<file path="src/rtl/seq_multiplier_32_if.sv">
// seq_multiplier_32_if: start/operand/result bundle for the sequential multiplier.
// With MUL_SAT32_EN defined it also carries the saturated 32-bit result and overflow flag.
interface seq_multiplier_32_if #(parameter int WIDTH = 32);
    logic                 en_mul_pulse;
    logic [WIDTH-1:0]     multiplicand;
    logic [WIDTH-1:0]     multiplier;
    logic [2*WIDTH-1:0]   product;
    logic                 busy;
    logic                 done;
`ifdef MUL_SAT32_EN
    logic [WIDTH-1:0]     product_sat;
    logic                 overflow;
    modport master (output en_mul_pulse, multiplicand, multiplier,
                    input product, busy, done, product_sat, overflow);
    modport slave  (input en_mul_pulse, multiplicand, multiplier,
                    output product, busy, done, product_sat, overflow);
`else
    modport master (output en_mul_pulse, multiplicand, multiplier,
                    input product, busy, done);
    modport slave  (input en_mul_pulse, multiplicand, multiplier,
                    output product, busy, done);
`endif
endinterface

</file>
<file path="src/rtl/seq_multiplier_32.sv">
// seq_multiplier_32: unsigned shift-add multiplier, one multiplier bit per clock, fixed 33-cycle latency.
// MUL_SAT32_EN adds registered product_sat/overflow outputs updated together with product.
module seq_multiplier_32 #(parameter int WIDTH = 32) (
    input  logic sys_clk,
    input  logic sys_rst_n,
    seq_multiplier_32_if.slave bus
);
    typedef enum logic [1:0] {IDLE, RUN, DONE} state_t;

    state_t               state_q, state_d;
    logic [5:0]           cnt_q, cnt_d;
    logic [2*WIDTH-1:0]   acc_q, acc_d;
    logic [2*WIDTH-1:0]   mcand_sh_q, mcand_sh_d;
    logic [WIDTH-1:0]     mplr_sh_q, mplr_sh_d;
    logic [2*WIDTH-1:0]   product_q, product_d;
    logic                 done_q, done_d;
`ifdef MUL_SAT32_EN
    logic [WIDTH-1:0]     product_sat_q, product_sat_d;
    logic                 overflow_q, overflow_d;
`endif

    always_comb begin
        state_d    = state_q;
        cnt_d      = cnt_q;
        acc_d      = acc_q;
        mcand_sh_d = mcand_sh_q;
        mplr_sh_d  = mplr_sh_q;
        product_d  = product_q;
        done_d     = 1'b0;
`ifdef MUL_SAT32_EN
        product_sat_d = product_sat_q;
        overflow_d    = overflow_q;
`endif
        // A start pulse overrides everything, including the completion edge.
        if (bus.en_mul_pulse) begin
            state_d    = RUN;
            cnt_d      = '0;
            acc_d      = '0;
            mcand_sh_d = {{WIDTH{1'b0}}, bus.multiplicand};
            mplr_sh_d  = bus.multiplier;
        end else begin
            case (state_q)
                RUN: begin
                    if (cnt_q < 6'(WIDTH)) begin
                        acc_d      = mplr_sh_q[0] ? acc_q + mcand_sh_q : acc_q;
                        mcand_sh_d = mcand_sh_q << 1;
                        mplr_sh_d  = mplr_sh_q >> 1;
                        cnt_d      = cnt_q + 6'd1;
                    end else begin
                        product_d = acc_q;
                        done_d    = 1'b1;
                        state_d   = DONE;
`ifdef MUL_SAT32_EN
                        overflow_d    = |acc_q[2*WIDTH-1:WIDTH];
                        product_sat_d = overflow_d ? '1 : acc_q[WIDTH-1:0];
`endif
                    end
                end
                DONE:    state_d = IDLE;
                default: state_d = state_q;
            endcase
        end
    end

    always_ff @(posedge sys_clk or negedge sys_rst_n) begin
        if (!sys_rst_n) begin
            state_q    <= IDLE;
            cnt_q      <= '0;
            acc_q      <= '0;
            mcand_sh_q <= '0;
            mplr_sh_q  <= '0;
            product_q  <= '0;
            done_q     <= 1'b0;
`ifdef MUL_SAT32_EN
            product_sat_q <= '0;
            overflow_q    <= 1'b0;
`endif
        end else begin
            state_q    <= state_d;
            cnt_q      <= cnt_d;
            acc_q      <= acc_d;
            mcand_sh_q <= mcand_sh_d;
            mplr_sh_q  <= mplr_sh_d;
            product_q  <= product_d;
            done_q     <= done_d;
`ifdef MUL_SAT32_EN
            product_sat_q <= product_sat_d;
            overflow_q    <= overflow_d;
`endif
        end
    end

    assign bus.product = product_q;
    assign bus.done    = done_q;
    assign bus.busy    = (state_q == RUN);
`ifdef MUL_SAT32_EN
    assign bus.product_sat = product_sat_q;
    assign bus.overflow    = overflow_q;
`endif
endmodule

</file>
<file path="src/flat_wrapper.sv">
// flat-port wrapper written by rule: the top's interface ports become plain ports
module seq_multiplier_32_flat 
#(parameter int WIDTH = 32)
  (sys_clk, sys_rst_n, bus_en_mul_pulse, bus_multiplicand, bus_multiplier, bus_product, bus_busy, bus_done);
  seq_multiplier_32_if #(.WIDTH(WIDTH)) bus_i ();
  input  logic sys_clk;
  input  logic sys_rst_n;
  input wire logic [$bits(bus_i.en_mul_pulse)-1:0] bus_en_mul_pulse;
  input wire logic [$bits(bus_i.multiplicand)-1:0] bus_multiplicand;
  input wire logic [$bits(bus_i.multiplier)-1:0] bus_multiplier;
  output wire logic [$bits(bus_i.product)-1:0] bus_product;
  output wire logic [$bits(bus_i.busy)-1:0] bus_busy;
  output wire logic [$bits(bus_i.done)-1:0] bus_done;
  assign bus_i.en_mul_pulse = bus_en_mul_pulse;
  assign bus_i.multiplicand = bus_multiplicand;
  assign bus_i.multiplier = bus_multiplier;
  assign bus_product = bus_i.product;
  assign bus_busy = bus_i.busy;
  assign bus_done = bus_i.done;
  seq_multiplier_32 #(.WIDTH(WIDTH)) u_core (.sys_clk(sys_clk), .sys_rst_n(sys_rst_n), .bus(bus_i));
endmodule
</file>
<file path="config.mk">
export PLATFORM = sky130hd
export DESIGN_NAME = seq_multiplier_32_flat
export DESIGN_NICKNAME = d
export VERILOG_FILES = /design/src/rtl/seq_multiplier_32_if.sv /design/src/rtl/seq_multiplier_32.sv /design/src/flat_wrapper.sv
export SDC_FILE = /design/constraint.sdc
export NUM_CORES = 1
export LEC_CHECK = 0
export CORE_MARGIN = 5
export CORE_UTILIZATION = 30
export CTS_CLUSTER_DIAMETER = 200
export DETAILED_ROUTE_END_ITERATION = 6
export HOLD_SLACK_MARGIN = 0.03
export MAX_ROUTING_LAYER = met4
export SETUP_SLACK_MARGIN = 0.05
export SLEW_MARGIN = 30
export SYNTH_ARGS = -nofsm -noshare
export SYNTH_HDL_FRONTEND = slang
export SYNTH_SLANG_ARGS = --single-unit
</file>
<file path="constraint.sdc">
create_clock -name sys_clk -period 3.6 [get_ports sys_clk]
set_clock_uncertainty 0.2 [all_clocks]
set_input_delay 0.72 -clock sys_clk [delete_from_list [all_inputs] [get_ports sys_clk]]
set_output_delay 0.72 -clock sys_clk [all_outputs]
set_load 0.1 [all_outputs]
</file>
==> impl_metrics.yaml <==
status:
  outcome: "finished clean"
finish:
  syn_to_final_growth_pct: 23.76
  regArea_um2: 5831
  layout-drive-gt1-share_pct: 17.67
  fin_nets: 1691
  fill_cells: 4362
  multi_input_area_um2: 7012
  num_antenna_cells: 0
detailed_routing:
  drc: 0
  vias: 10670
  routed_via_density: 4.933
  wl_mm: 35.49
  dr.pass1.iters: 5
  drtIter0Drc: 625
  drtAntennaViolNets: 0
  wl_per_cell_um: 16.40
timing:
  finalSetupViolCount: 0
  holdWs_ns: 0.3058
  period_share_pct: 95.91
  worst_slew_pin_slew_ns: 0.8933
  finalCriticalPeriod_ns: 3.453
  finalHoldViolCount: 0
  relSlewSlack_pct: 40.45
  max_freq_mhz: 289.6
  rsz0062_at_grt: "true"
  finalMaxSlewViolations: 0
die:
  core_um2: 43270
  die-area_um2: 48160
  start_util_pct: 30.42
  die_x_um: 219.5
  die-height_um: 219.5
  io_pins: 133
  num_rows: 76
setup_path:
  cp_max_fo: 3
  path_cells: "ha_2, inv_2, fa_2, nor2b_4, o2111ai_2, a211oi_2, buf_4, o21ai_4, o211ai_2, a41oi_2, o31ai_2, a22o_1, mux2_4, a311o_1"
  crit_slowest_cell: "fa_2"
  cpPeakStageDelay_ns: 0.36
  criticalPathCategory: "reg -> reg"
  start_kind: "register"
  worstPathArrival_ns: 3.70
  end_kind: "register"
  cp.required_ns: 3.84
power_and_ir_drop:
  leakagePower_nw: 7.671
  peakVddDrop_mv: 0.2429
  total_power_mw: 6.855
  power.density_nw_per_um2: 420.8
global_routing:
  grt_max_degree: 100
  grt_pass1_wl_mm: 58.82
  grt_usage_pct: 15.12
  antenna_found_initial: 0
  grt_pass1_vias: 11130
  grt-ovfl-total: 0
yosys:
  syn-cell-area_um2: 13160
  async_flop_share_pct: 100.0
  synthesis.nets: 1550
  yosysTopAreaCellShare_pct: 44.30
  syn_avg_cell_area_um2: 9.283
  ys_types: 70
  yosysSeqAreaShare_pct: 44.30
  yosys.area.top_type: "dfrtp_1"
  synthTopCellsByCount: "nand2_1 (287), dfrtp_1 (233), a21oi_1 (149), o21ai_0 (104), clkbuf_1 (67)"
  synth_edf_count: 0
  ys_seq_elements: 233
  netlist_instances: 1418
  synth.most_common_cell: "nand2_1"
  synth-main-ff-cell: "dfrtp_1"
  synth_warnings: 0
  synth_area_leaders: "dfrtp_1 (44%), nand2_1 (8.2%), ha_1 (6.1%), a21oi_1 (5.7%), mux2_2 (5.6%)"
cts:
  cts_root_buffer: "clkbuf_16"
  h-tree-depth: 1
  clk_latency_ns: 0.56
  numCtsBuffers: 27
  clkTransAtPathRegs_ns: 0.06
  cts_tree: "done"
  cts_sinks: 233
  clk_path_buf_depth: 3
placed_design:
  dp_hpwl_mm: 25.34
  io_buffers: 132
  gp_congestion: 0.8890
hold_path:
  min_path_type: "in -> reg"
job:
  cap_violations: 0
[through the flow]
| step | area (um^2) | setup TNS (ns) | setup slack (ns) | std cells | util [%] |
|---|---|---|---|---|---|
| 2_1_floorplan | 13170 | 0 | 0.08440 | 1418 | - |
| 3_3_place_gp | 15230 | 0 | 0.06822 | 2109 | 35.19 |
| 3_5_place_dp | 15230 | -0.02861 | -0.02861 | 2109 | 35.19 |
| 4_1_cts | 16220 | 0 | 0.05540 | 2162 | 37.49 |
| 5_1_grt | 16290 | 0 | 0.01610 | 2164 | 37.65 |
| 6_report | 16290 | 0 | 0.1474 | 2164 | 37.65 |
[power breakdown]
group          internal (mW)  switching, mW
clock network           1.81           1.12
logic                  0.452          0.623
registers               2.74          0.110
total                   5.00           1.85
[critical path, delay by kind of cell (launching register included)]
kind                     cells  cell delay, ns
buffers and inverters        2            0.21
AND/OR/NAND/NOR              1            0.14
adder cells (fa/ha/maj)      2            0.55
flip-flops                   1            0.35
multiplexers                 1            0.30
AO/OA/AOI/OAI                8            1.57
[metal layers]
metal  part of all wire [%]  vias to the layer above  track usage [%]
met5                      0                        -                -
met4                    2.4                        0            3.559
met3                    5.2                       55            3.022
met2                     45                      201            23.37
met1                     48                     5143            20.61
li1                       -                     5275                -
[sequential cells by signal, summed over array words and instances, names as in the netlist]
name	count
u_core.mcand_sh_q	64
u_core.bus.product	64
u_core.cnt_q	6
u_core.acc_q	64
u_core.mplr_sh_q	32
u_core.bus.done	1
u_core.state_q	2
[cell type report]
class / count / area share (%)
Clock inverter: 10 / 0.9831
Tap cell: 585 / 4.493
Sequential cell: 233 / 35.79
Timing Repair Buffer: 199 / 10.49
Inverter: 15 / 0.3456
Multi-Input combinational cell: 1083 / 43.04
Clock buffer: 39 / 4.854
[path summary, 6_finish.rpt]
check / from / endpoint / slack (ns) / depth (start not counted)
min: bus_en_mul_pulse / u_core.cnt_q[3]$_DFFE_PN0P_ / 0.31 / 2
min reg2reg: u_core.state_q[0]$_DFFE_PN0P_ / u_core.state_q[0]$_DFFE_PN0P_ / 0.31 / 2
min in group asynchronous: sys_rst_n / u_core.acc_q[17]$_DFFE_PN0P_ / 0.57 / 2
max in group asynchronous: sys_rst_n / u_core.mcand_sh_q[2]$_DFFE_PN0P_ / 1.88 / 3
max reg2reg: u_core.mcand_sh_q[0]$_DFFE_PN0P_ / u_core.acc_q[60]$_DFFE_PN0P_ / 0.15 / 14
max: u_core.mcand_sh_q[0]$_DFFE_PN0P_ / u_core.acc_q[60]$_DFFE_PN0P_ / 0.15 / 14
[repair_timing]
action	4_1_cts	5_1_grt
hold endpoints to repair	73	0
setup buffers	3	2
gates resized for setup	3	16
setup endpoints to repair	1	16
pin swaps	4	6
hold buffers	1	0
[placed cells by master, fill, tap and decap left out, drive strengths merged, types with 33 or more instances in the layout]
master,n
mux2,66
mux2i,66
xnor2,33
a21o,35
nand2,287
o21ai,107
ha,64
dfrtp,233
nor2,65
buf,134
a21oi,152
clkbuf,39
clkdlybuf4s50,64
[cells by family (layout without fill, tap and decap cells)]
group | Yosys count | in the layout | synth area share, %
muxes | 132 | 132 | 10.67
buffers and inverters | 102 | 263 | 3.089
DFF | 233 | 233 | 44.30
AOI/OAI and AO/OA | 370 | 370 | 16.98
xor gates and xnor gates | 53 | 53 | 3.527
adders and majority gates | 65 | 65 | 6.236
and+or+nand+nor | 463 | 463 | 15.21
Note: power is estimated with default switching activity, not from simulation.
